==> src/rtl/q_measure.sv <==
// Settle-then-average front-end: waits out a settling window, then averages 2^AVG_LOG2 valid samples.
// Latency: SETTLE_CYCLES+N+2 clocks from enable rise to ready, with constant i_ref and continuous samples.
// Backpressure: none; samples are accepted whenever sample_valid is high in ACCUM, and ready is a 1-cycle strobe.
module q_measure #(
    parameter int BUS_WIDTH     = 10,
    parameter int AVG_LOG2      = 2,
    parameter int SETTLE_CYCLES = 16
) (
    input  logic                 clk,
    input  logic                 rst,
    input  logic                 enable,
    input  logic [BUS_WIDTH-1:0] i_ref,
    input  logic                 sample_valid,
    input  logic [BUS_WIDTH-1:0] sample_in,
    output logic [BUS_WIDTH-1:0] q_measured,
    output logic                 ready,
    output logic                 busy
);

    localparam int N  = 1 << AVG_LOG2;
    localparam int AW = BUS_WIDTH + AVG_LOG2;
    localparam int CW = AVG_LOG2 + 1;
    localparam int SW = (SETTLE_CYCLES > 0) ? $clog2(SETTLE_CYCLES + 1) : 1;

    typedef enum logic [1:0] {IDLE, SETTLE, ACCUM} state_t;

    state_t               state_q, state_d;
    logic [SW-1:0]        settle_q, settle_d;
    logic [AW-1:0]        acc_q, acc_d;
    logic [CW-1:0]        cnt_q, cnt_d;
    logic [BUS_WIDTH-1:0] q_q, q_d;
    logic                 ready_q, ready_d;
    logic [BUS_WIDTH-1:0] iref_q;
    logic                 ref_chg;
    logic [AW-1:0]        sum;

    assign ref_chg = (i_ref != iref_q);
    assign sum     = acc_q + AW'(sample_in);

    always_ff @(posedge clk) begin
        iref_q <= i_ref;
        if (rst) begin
            state_q  <= IDLE;
            settle_q <= '0;
            acc_q    <= '0;
            cnt_q    <= '0;
            q_q      <= '0;
            ready_q  <= 1'b0;
        end else begin
            state_q  <= state_d;
            settle_q <= settle_d;
            acc_q    <= acc_d;
            cnt_q    <= cnt_d;
            q_q      <= q_d;
            ready_q  <= ready_d;
        end
    end

    // Priority: enable low, then entry from IDLE, then reference change, then normal stepping.
    always_comb begin
        state_d  = state_q;
        settle_d = settle_q;
        acc_d    = acc_q;
        cnt_d    = cnt_q;
        q_d      = q_q;
        ready_d  = 1'b0;
        if (!enable) begin
            state_d = IDLE;
            acc_d   = '0;
            cnt_d   = '0;
        end else if (state_q == IDLE || ref_chg) begin
            state_d  = SETTLE;
            settle_d = SW'(SETTLE_CYCLES);
            acc_d    = '0;
            cnt_d    = '0;
        end else if (state_q == SETTLE) begin
            if (settle_q == '0) state_d = ACCUM;
            else                settle_d = settle_q - SW'(1);
        end else if (sample_valid) begin
            if (cnt_q == CW'(N - 1)) begin
                q_d      = sum[AW-1:AVG_LOG2];
                ready_d  = 1'b1;
                acc_d    = '0;
                cnt_d    = '0;
                state_d  = SETTLE;
                settle_d = SW'(SETTLE_CYCLES);
            end else begin
                acc_d = sum;
                cnt_d = cnt_q + CW'(1);
            end
        end
    end

    always_comb begin
        busy       = (state_q != IDLE);
        ready      = ready_q;
        q_measured = q_q;
    end

endmodule

==> config.mk <==
export PLATFORM = sky130hd
export DESIGN_NAME = q_measure
export DESIGN_NICKNAME = d
export VERILOG_FILES = /design/src/rtl/q_measure.sv
export SDC_FILE = /design/constraint.sdc
export NUM_CORES = 1
export LEC_CHECK = 0
export CAP_MARGIN = 20
export CORE_UTILIZATION = 55
export CTS_CLUSTER_SIZE = 12
export DETAILED_ROUTE_END_ITERATION = 10
export DONT_BUFFER_PORTS = 1
export PLACE_DENSITY = 0.7
export SETUP_SLACK_MARGIN = 0.3
export SLEW_MARGIN = 20
export SYNTH_ARGS = -nofsm -noshare
export SYNTH_HDL_FRONTEND = slang
export SYNTH_SLANG_ARGS = --single-unit
==> constraint.sdc <==
create_clock -name clk -period 5.2 [get_ports clk]
set_clock_uncertainty 0.2 [all_clocks]
set_input_delay 1.04 -clock clk [delete_from_list [all_inputs] [get_ports clk]]
set_output_delay 1.04 -clock clk [all_outputs]
set_load 0.05 [all_outputs]
==> summary.txt, run 1 <==
Min path
  • Hold WC Path Type: reg2reg

Setup path
  • Worst path required time: 5.17 ns
  • Worst setup path class: in2reg
  • Crit path arrival time: 2.88 ns
  • Critical path peak fanout: 3
  • Worst setup EP type: flip-flop
  • Critical Path Source Type: input pin
  • Reg-to-reg slack, setup: 2.71 ns

Global route
  • Total GRT Usage: 23.9%
  • Largest net degree at the start of global routing: 21
  • Vias in the first global route: between 1500 and 2000
  • First-pass GRT wire length: about 7500 um
  • Grt ovf: 0
  • Antenna violations before repair: 0

Routing
  • Starting DRC count in detailed routing: 89
  • Drt pass-1 iters: 4
  • Vias per inst: 6.03
  • Final wirelength: 4410 um
  • DR WL/cell: 15.9 um
  • DRT antenna net count: 0
  • Via Count: 1676
  • Drt drc: 0

Logic synthesis
  • Adder-Cell Fraction of Synth Area: under 10%
  • Post-synth cell types: 50
  • Synth Register Bits: between 40 and 50
  • Post-synthesis mux area share: 4.26%
  • Ys flop type: dfxtp_1
  • Net count after synthesis: 268
  • Number of synthesized flops with an enable pin: 0
  • Area contributors post-synth: dfxtp_1 40%, ha_1 7.0%, nor2_1 5.6%, xor2_1 4.9%, mux2i_1 3.7%
  • Sequential fraction of the synthesis area: 40.2%
  • Avg Inst Size Synth: 9.27 sq um
  • Synth Area in Simple Gates: 20.4%
  • Syn Inst Count: 231
  • Leading area contributor after synthesis: dfxtp_1
  • Async SR Flop Fraction: 0%
  • Main combinational cell family by area after synthesis: simple AND/OR/NAND/NOR gates
  • Synth warn: 0
  • Compound-Gate Fraction of Synth Area: 16.9%
  • Synthesized area: 2140 sq um
  • Post-synthesis xor/xnor area fraction: 7.77%
  • Yosys top cell area share: 40.2%

STA
  • Endpoints failing hold: 0
  • Tcrit/Tclk final: a little under three fifths
  • Minimum clock period: 2.91 ns
  • Slew @ Worst Pin: 0.703 ns
  • Final number of setup-violating endpoints: 0
  • Worst relative slew slack: a little over half
  • RSZ-0062 raised after global routing: no
  • Achievable Freq: between 0.3 and 0.4 GHz
  • Setup_tns: 0 ns
  • Final slew viol count: 0

Layout
  • Antenna cells: 0
  • Most frequent cells in the layout: 43 x dfxtp_1, 32 x nor2_1, 14 x a21oi_1
  • Commonest non-fill, non-tap cell in the layout: dfxtp_1
  • Non-Filler Instances: 278
  • # nets final: 266
  • Fillers: 334
  • Share of post-route cells with drive strength above 1: 5.65%
  • Synthesis-to-layout area growth: 4.73%

Clocking
  • H-tree depth: 2
  • CTS Buffer Depth: 2
  • Clock latency on the worst-skew pair: 0.30 ns
  • Post-CTS setup buffers: 0
  • CTS tree: yes
  • # hold bufs at CTS: 0
  • CTS sink cnt: between 40 and 50
  • Post-CTS sizing: 0
  • Clock buffer count from CTS: 5
  • Clk slew on worst S/H paths: ~0.080 ns
  • Root Driver: clkbuf_8

Floorplan
  • IO Count: 36
  • Std-Cell Core Area: 3690 sq um
  • Starting density of the core: 58.1%
  • Row Count: 22
  • Die H: 64.4 um
  • Chip width: about 64 um
  • Die area: 4150 sq um

Run
  • Max-cap violation count: 0

Power
  • Leakage: 0.875 nW
  • VDD IR max: 171 uV
  • Power density over the cells: 261 nW/um^2
  • Total power: 0.585 mW

Place
  • DP HPWL: 3230 um
  • I/O Buffers: 0
  • Placer Congestion: 0.862
  • Inst Count DP: 270

Run status
  • Outcome: finished clean
registers in the layout, summed over array words and instances (netlist names):
name        cells
settle_q        5
iref_q         10
cnt_q           3
state_q         2
ready           1
acc_q          12
q_measured     10
power by group:
part	total (mW)	leakage, nW	switching, mW	internal, mW
registers	0.337	0.351	0.00240	0.334
clock network	0.204	0.0422	0.109	0.0943
logic	0.0445	0.482	0.0289	0.0156
path summary, 6_finish.rpt:
path / cells after the start / end / start
setup / recovery: 8 / acc_q[10] / sample_in[0]
hold / removal: 2 / acc_q[0] / acc_q[0]
setup reg to reg: 8 / acc_q[10] / acc_q[0]
hold reg to reg: 2 / acc_q[0] / acc_q[0]
metrics by stage:
stage                     worst slack (ns)  util, %  instance area [sq um]  hold slack, ns
after floorplan                       2.19        -                   2140           0.231
after global placement                2.09     58.6                   2160           0.239
after detailed placement              2.01     58.6                   2160           0.255
after CTS                             2.32     60.8                   2240           0.267
after global routing                  2.17     60.8                   2240           0.297
final                                 2.29     60.8                   2240           0.268
synthesized netlist by cell type (all sizes together), types with 2 or more instances:
cell type and number:
mux2i 8, ha 12, o21a 2, nor3 7
a211oi 5, nand2b 3, nand3 4, inv 4
nor2b 2, and2 2, xor2 12, o211ai 2
clkbuf 5, a21o 5, a31oi 2, buf 4
dfxtp 43, o21ai 6, nand4 3, a21oi 14
a22oi 8, and3 5, nor2 32, xnor2 7
nand2 13, nor4 4
cell families (layout without fill, tap and decap cells):
kind of cell | after synthesis | count (layout)
AO/OA/AOI/OAI | 53 | 53
XOR/XNOR | 19 | 19
adder cells (fa/ha/maj) | 13 | 13
buffers and inverters | 13 | 12
flip-flops | 43 | 43
multiplexers | 9 | 9
AND/OR/NAND/NOR | 81 | 81
area by class of cell:
class	count	area, sq um	area share (%)
Clock buffer	7	76.3	3.40
Clock inverter	1	5.00	0.223
Inverter	4	15.0	0.669
Multi-Input combinational cell	175	1230	54.7
Sequential cell	43	861	38.4
Tap cell	48	60.1	2.68
per-layer routing:
metal	wire (um)	share of wire [%]	global-route usage (%)	vias to the layer above
met5	0	0	0	-
met4	86	1.9	10.6	0
met3	237	5.4	5.71	9
met2	2050	46	37.1	46
met1	2040	46	31.4	793
li1	-	-	-	828
worst max-delay path, cell delays in order:
cell and delay [ns]:
ha_1 0.23, fa_1 0.42, a21o_1 0.21, a311o_1 0.37
and2_1 0.16, a21oi_1 0.25, or4_1 0.15, a21oi_1 0.06
Power figures use the tool's default switching activity.
==> run 2, diff against run 1 <==
--- a/config.mk
+++ b/config.mk
@@ -10,7 +10,7 @@
 export CTS_CLUSTER_SIZE = 12
 export DETAILED_ROUTE_END_ITERATION = 10
 export DONT_BUFFER_PORTS = 1
-export PLACE_DENSITY = 0.7
+export PLACE_DENSITY = 0.73
 export SETUP_SLACK_MARGIN = 0.3
 export SLEW_MARGIN = 20
 export SYNTH_ARGS = -nofsm -noshare
==> constraint.sdc (replaced) <==
create_clock -name clk -period 2.45 [get_ports clk]
set_clock_uncertainty 0.2 [all_clocks]
set_input_delay 0.49 -clock clk [delete_from_list [all_inputs] [get_ports clk]]
set_output_delay 0.49 -clock clk [all_outputs]
set_load 0.05 [all_outputs]
==> run 2 against run 1 <==
Net effect:
- cell count up 6.1%
- utilization up 7.3 points
- non-clock buffer count up 17
- highest routed layer unchanged
- via count up 0.78%
- critical path type is now reg2reg
- register-to-register slack worse by 2.5 ns
- largest cell class unchanged
- global-route usage down 2.1 points
==> summary.txt, run 2 (same netlist as run 1, synthesis figures left out) <==
Run status
  • Outcome: finished clean (unchanged)

Clocking
  • CTS sink cnt: 43 (unchanged)
  • Clock buffer count from CTS: 5 (unchanged)
  • H-tree depth: 2 (unchanged)
  • Root Driver: clkbuf_8 (unchanged)
  • Clock latency on the worst-skew pair: 0.30 ns (about the same)
  • CTS tree: yes (unchanged)
  • CTS Buffer Depth: 2 (unchanged)
  • Clk slew on worst S/H paths: 0.08 ns (about the same)

STA
  • Worst hold slack: 0.0131 ns (was 0.268 ns)
  • Final slew viol count: 0 (unchanged)
  • Worst relative slew slack: 64.7% (was 53.0%)
  • Slew @ Worst Pin: 0.529 ns (was 0.703 ns)
  • Endpoints failing hold: 0 (unchanged)
  • RSZ-0062 raised after global routing: yes (was no)
  • Setup_tns: 0 ns (unchanged)
  • Tcrit/Tclk final: 90.3%
  • Final number of setup-violating endpoints: 0 (unchanged)
  • Achievable Freq: about 0.45 GHz
  • Minimum clock period: 2.21 ns

Setup path
  • Worst setup EP type: flip-flop (unchanged)
  • Crit path arrival time: 2.25 ns (was 2.88 ns)
  • Critical Path Source Type: flip-flop (was input pin)
  • Worst path required time: 2.49 ns (was 5.17 ns)
  • Worst setup path class: reg2reg (was in2reg)
  • Critical path peak fanout: 3 (unchanged)

Floorplan
  • IO Count: 36 (unchanged)
  • Die H: 64.4 um (unchanged)
  • Die area: 4150 sq um (unchanged)
  • Starting density of the core: 58.1% (unchanged)
  • Row Count: 22 (unchanged)
  • Std-Cell Core Area: 3690 sq um (unchanged)
  • Chip width: 64.4 um (unchanged)

Power
  • Power density over the cells: 504 nW/um^2 (was 261 nW/um^2)
  • Leakage: 0.966 nW (was 0.875 nW)
  • Total power: 1.27 mW (was 0.585 mW)
  • VDD IR max: 401 uV (was 171 uV)

Run
  • Max-cap violation count: 0 (unchanged)

Routing
  • Via Count: 1689 (was 1676)
  • Starting DRC count in detailed routing: 91 (was 89)
  • DR WL/cell: 14.8 um (was 15.9 um)
  • Drt drc: 0 (unchanged)
  • Vias per inst: 5.73 (was 6.03)
  • DRT antenna net count: 0 (unchanged)
  • Final wirelength: 4360 um (was 4410 um)
  • Drt pass-1 iters: 4 (unchanged)

Layout
  • Share of post-route cells with drive strength above 1: 15.8% (was 5.65%)
  • Post-route cell area: 2510 sq um (was 2240 sq um)
  • Synthesis-to-layout area growth: 17.2% (was 4.73%)
  • Fillers: 309 (was 334)
  • Max reg flops: 12 (unchanged)
  • # nets final: 283 (was 266)
  • Layout Utilization: 68.1% (was 60.8%)
  • Most frequent cells in the layout: 42 x dfxtp_1, 32 x nor2_1, 13 x nand2_1 (was 43 x dfxtp_1, 32 x nor2_1, 14 x a21oi_1)
  • Antenna cells: 0 (unchanged)
  • Commonest non-fill, non-tap cell in the layout: dfxtp_1 (unchanged)
  • Top reg by flops: acc_q (unchanged)

Global route
  • Grt ovf: 0 (unchanged)
  • Largest net degree at the start of global routing: 20 (was 21)
  • First-pass GRT wire length: 6950 um (was 7550 um)
  • Vias in the first global route: 1567 (was 1696)
  • Total GRT Usage: 21.8% (was 23.9%)
  • Antenna violations before repair: 0 (unchanged)

Min path
  • Hold WC Path Type: in2reg (was reg2reg)

Place
  • I/O Buffers: 0 (unchanged)
  • DP HPWL: 2960 um (was 3230 um)
  • Placer Congestion: 0.848 (was 0.862)
  • Placed inst area: 2250 sq um (was 2160 sq um)
==> run 2: timing repair <==
item                       4_1_cts  5_1_grt
setup buffers                    2        1
pin swaps                        6        9
gates resized for setup          1       13
setup endpoints to repair        4       14
hold buffers                     0        7
hold endpoints to repair         0        7
==> run 2: final cells by class <==
type	count	area, sq um	area share [%]
Clock buffer	7	76.3	3.04
Clock inverter	1	5.00	0.199
Inverter	4	15.0	0.598
Multi-Input combinational cell	175	1340	53.2
Sequential cell	43	862	34.3
Tap cell	48	60.1	2.39
Timing Repair Buffer	17	158	6.28
==> run 2: per-stage QoR <==
stage | setup WS [ns] | instances
floorplan | 0.176 | 231
global placement | 0.113 | 277
detailed placement | 0.0918 | 277
CTS | 0.236 | 287
global route | 0.127 | 295
finish | 0.239 | 295
==> run 2: critical path: stages (launching register included) <==
cell	delay, ns
dfxtp_2	0.34
ha_4	0.16
fa_2	0.39
a21o_1	0.19
a311o_1	0.30
and2_4	0.16
a211oi_2	0.22
o21ai_1	0.08
a21oi_1	0.11
==> run 2: report_power, final <==
part / internal, mW / switching [mW] / leakage, nW
combinational: 0.0497 / 0.0643 / 0.573
clock: 0.200 / 0.238 / 0.0422
sequential: 0.709 / 0.00532 / 0.351
==> run 2: per-layer routing <==
layer	share of wire, %	GRT usage (%)
met5	0	0
met4	1.6	10.6
met3	5.4	6.96
met2	44	31.8
met1	49	28.8
==> run 2: final timing paths <==
kind,startpoint,endpoint,slack (ns),cells past startpoint
setup / recovery,acc_q[0],acc_q[10],0.24,8
hold / removal,i_ref[0],iref_q[0],0.01,0
setup reg to reg,acc_q[0],acc_q[10],0.24,8
hold reg to reg,settle_q[3],settle_q[3],0.26,1
==> run 3, diff against run 2 <==
--- a/config.mk
+++ b/config.mk
@@ -6,11 +6,11 @@
 export NUM_CORES = 1
 export LEC_CHECK = 0
 export CAP_MARGIN = 20
-export CORE_UTILIZATION = 55
+export CORE_MARGIN = 1.5
+export CORE_UTILIZATION = 44
 export CTS_CLUSTER_SIZE = 12
 export DETAILED_ROUTE_END_ITERATION = 10
 export DONT_BUFFER_PORTS = 1
-export PLACE_DENSITY = 0.73
 export SETUP_SLACK_MARGIN = 0.3
 export SLEW_MARGIN = 20
 export SYNTH_ARGS = -nofsm -noshare
==> run 3 against run 2 <==
Net effect:
- combinational power up 6%
- hold slack better by 0.037 ns
- sequential share of layout area decreased by 1.2 points
- critical path type unchanged
- highest routed layer unchanged
==> summary.txt, run 3 (same netlist as run 1, synthesis figures left out) <==
STA
  • Fin worst setup slack: 0.323 ns (was 0.239 ns)
  • Minimum clock period: 2.13 ns (was 2.21 ns)
  • Tcrit/Tclk final: 86.8% (was 90.3%)
  • Achievable Freq: 0.470 GHz (was 0.452 GHz)
  • Worst hold slack: 0.0502 ns (was 0.0131 ns)
  • Worst relative slew slack: 62.1% (was 64.7%)
  • Slew @ Worst Pin: 0.568 ns (was 0.529 ns)
  • Setup_tns: 0 ns (unchanged)
  • Final slew viol count: 0 (unchanged)
  • Endpoints failing hold: 0 (unchanged)
  • RSZ-0062 raised after global routing: yes (unchanged)
  • Final number of setup-violating endpoints: 0 (unchanged)

Power
  • Clock network fraction of total power: 40.5% (was 34.6%)
  • Reg power frac: 50.9% (was 56.4%)
  • Net Switching: 0.312 mW (was 0.308 mW)
  • Leakage: 1.02 nW (was 0.966 nW)
  • Switching share of power: 22.2% (was 24.3%)
  • VDD IR max: 309 uV (was 401 uV)
  • Internal power: 1.09 mW (was 0.959 mW)
  • Total power: 1.41 mW (was 1.27 mW)
  • Power density over the cells: 540 nW/um^2 (was 504 nW/um^2)
  • Gate power share: 8.6% (was 9.0%)

Floorplan
  • Row Count: 25 (was 22)
  • Std-Cell Core Area: 4690 sq um (was 3690 sq um)
  • Die area: 5300 sq um (was 4150 sq um)
  • Chip width: 72.8 um (was 64.4 um)
  • Die H: 72.8 um (was 64.4 um)
  • IO Count: 36 (unchanged)
  • Starting density of the core: 45.7% (was 58.1%)

Setup path
  • Max incr delay on CP: 0.34 ns (was 0.39 ns)
  • WP depth: 8 (unchanged)
  • Worst setup path class: reg2reg (unchanged)
  • Crit path to: q_measured[6] (was acc_q[10])
  • Critical Path Source Type: flip-flop (unchanged)
  • Crit path arrival time: 2.16 ns (was 2.25 ns)
  • Worst setup EP type: flip-flop (unchanged)
  • Reg-to-Reg End: q_measured[6] (was acc_q[10])
  • Largest delay share family, worst path: compound AO/OA/AOI/OAI gates (unchanged)
  • Reg2reg path depth: 8 (unchanged)
  • Critical path peak fanout: 2 (was 3)
  • Reg-to-reg slack, setup: 0.32 ns (was 0.24 ns)
  • Sum of buffers and inverters on the critical path: 0 (unchanged)
  • Worst r2r src: acc_q[0] (unchanged)
  • Worst path required time: 2.48 ns (was 2.49 ns)
  • Critical Path Source: acc_q[0] (unchanged)
  • Critical Path, Cell by Cell: ha_4 > fa_2 > a21o_1 > a311o_1 > a31oi_1 > xnor2_1 > mux2i_1 > nor2_1 (was ha_4 > fa_2 > a21o_1 > a311o_1 > and2_4 > a211oi_2 > o21ai_1 > a21oi_1)
  • CP max stage cell: dfxtp_2 (was fa_2)

Clocking
  • CTS tree: yes (unchanged)
  • Clock buffer count from CTS: 5 (unchanged)
  • Clk slew on worst S/H paths: 0.08 ns (about the same)
  • CTS Buffer Depth: 2 (unchanged)
  • Root Driver: clkbuf_8 (unchanged)
  • CTS sink cnt: 43 (unchanged)
  • Clock latency on the worst-skew pair: 0.29 ns (was 0.30 ns)
  • H-tree depth: 2 (unchanged)

Routing
  • Starting DRC count in detailed routing: 106 (was 91)
  • DR WL/cell: 14.8 um (about the same)
  • Via Count: 1758 (was 1689)
  • DRT antenna net count: 0 (unchanged)
  • Vias per inst: 5.65 (was 5.73)
  • Drt pass-1 iters: 4 (unchanged)
  • Final wirelength: 4610 um (was 4360 um)
  • Drt drc: 0 (unchanged)

Global route
  • First-pass GRT wire length: 7280 um (was 6950 um)
  • Vias in the first global route: 1539 (was 1567)
  • Antenna violations before repair: 0 (unchanged)
  • Largest net degree at the start of global routing: 18 (was 20)
  • Grt ovf: 0 (unchanged)
  • Total GRT Usage: 17.9% (was 21.8%)

Layout
  • Max reg flops: 12 (unchanged)
  • Most frequent cells in the layout: 42 x dfxtp_1, 32 x nor2_1, 16 x buf_4 (was 42 x dfxtp_1, 32 x nor2_1, 13 x nand2_1)
  • # nets final: 293 (was 283)
  • Share of post-route cells with drive strength above 1: 17.9% (was 15.8%)
  • Post-route cell area: 2600 sq um (was 2510 sq um)
  • Antenna cells: 0 (unchanged)
  • Top reg by flops: acc_q (unchanged)
  • Commonest non-fill, non-tap cell in the layout: dfxtp_1 (unchanged)
  • Synthesis-to-layout area growth: 21.6% (was 17.2%)
  • Non-Filler Instances: 311 (was 295)
  • Layout Utilization: 55.5% (was 68.1%)

Run
  • Max-cap violation count: 0 (unchanged)

Place
  • Placed inst area: 2300 sq um (was 2250 sq um)
  • DP HPWL: 3360 um (was 2960 um)
  • I/O Buffers: 0 (unchanged)
  • Pre-CTS WS: 0.0833 ns (was 0.0918 ns)
  • Placer Congestion: 0.833 (was 0.848)
  • Inst Count DP: 288 (was 277)

Min path
  • Hold WC Path Type: in2reg (unchanged)

Run status
  • Outcome: finished clean (unchanged)
==> run 3: cell count changes in the layout (fill, tap and decap cells not counted), moves of 2 or more <==
cell / previous run / this run
buf_4: 9 / 16
clkbuf_1: 2 / 0
dlygate4sd3_1: 7 / 10
ha_4: 4 / 2
==> run 3: final cells by class <==
type | instances | area, sq um
multi-input cells | 175 | 1300
flip-flops and latches | 43 | 862
inverters | 4 | 15.0
clock inverters | 2 | 35.0
repair buffers | 27 | 240
fillers | 438 | 2090
well taps | 54 | 67.6
clock buffers | 6 | 82.6
==> run 3: how the worst min path moves through the flow <==
stage / from / to / slack [ns] / depth (start not counted)
finish: rst / q_measured[9] / 0.05 / 1
global route: rst / q_measured[9] / 0.03 / 1
CTS: i_ref[5] / iref_q[5] / 0.002 / 0
detailed placement: cnt_q[1] / cnt_q[1] / 0.25 / 2
global placement: cnt_q[1] / cnt_q[1] / 0.24 / 2
floorplan: cnt_q[2] / cnt_q[2] / 0.23 / 2
==> run 3: power groups by stage <==
stage	clock network, mW	registers [mW]	logic, mW
2_1_floorplan	0	0.730	0.0833
3_3_place_gp	0	0.731	0.104
3_5_place_dp	0	0.731	0.105
4_1_cts	0.588	0.715	0.107
5_1_grt	0.616	0.717	0.133
6_report	0.569	0.715	0.121
==> run 3: layer usage <==
layer	global-route usage (%)	vias to the layer above	part of all wire (%)
met3	6.22	6	6.5
met2	26.1	41	46
met1	24.7	828	46
met5	0	-	0
met4	5.66	0	1.3
li1	-	883	-
==> run 3: repair_timing <==
item	CTS	global route
pin swaps	4	12
setup endpoints to repair	6	17
setup buffers	3	2
resized for setup	2	9
hold buffers	1	9
hold endpoints to repair	1	9
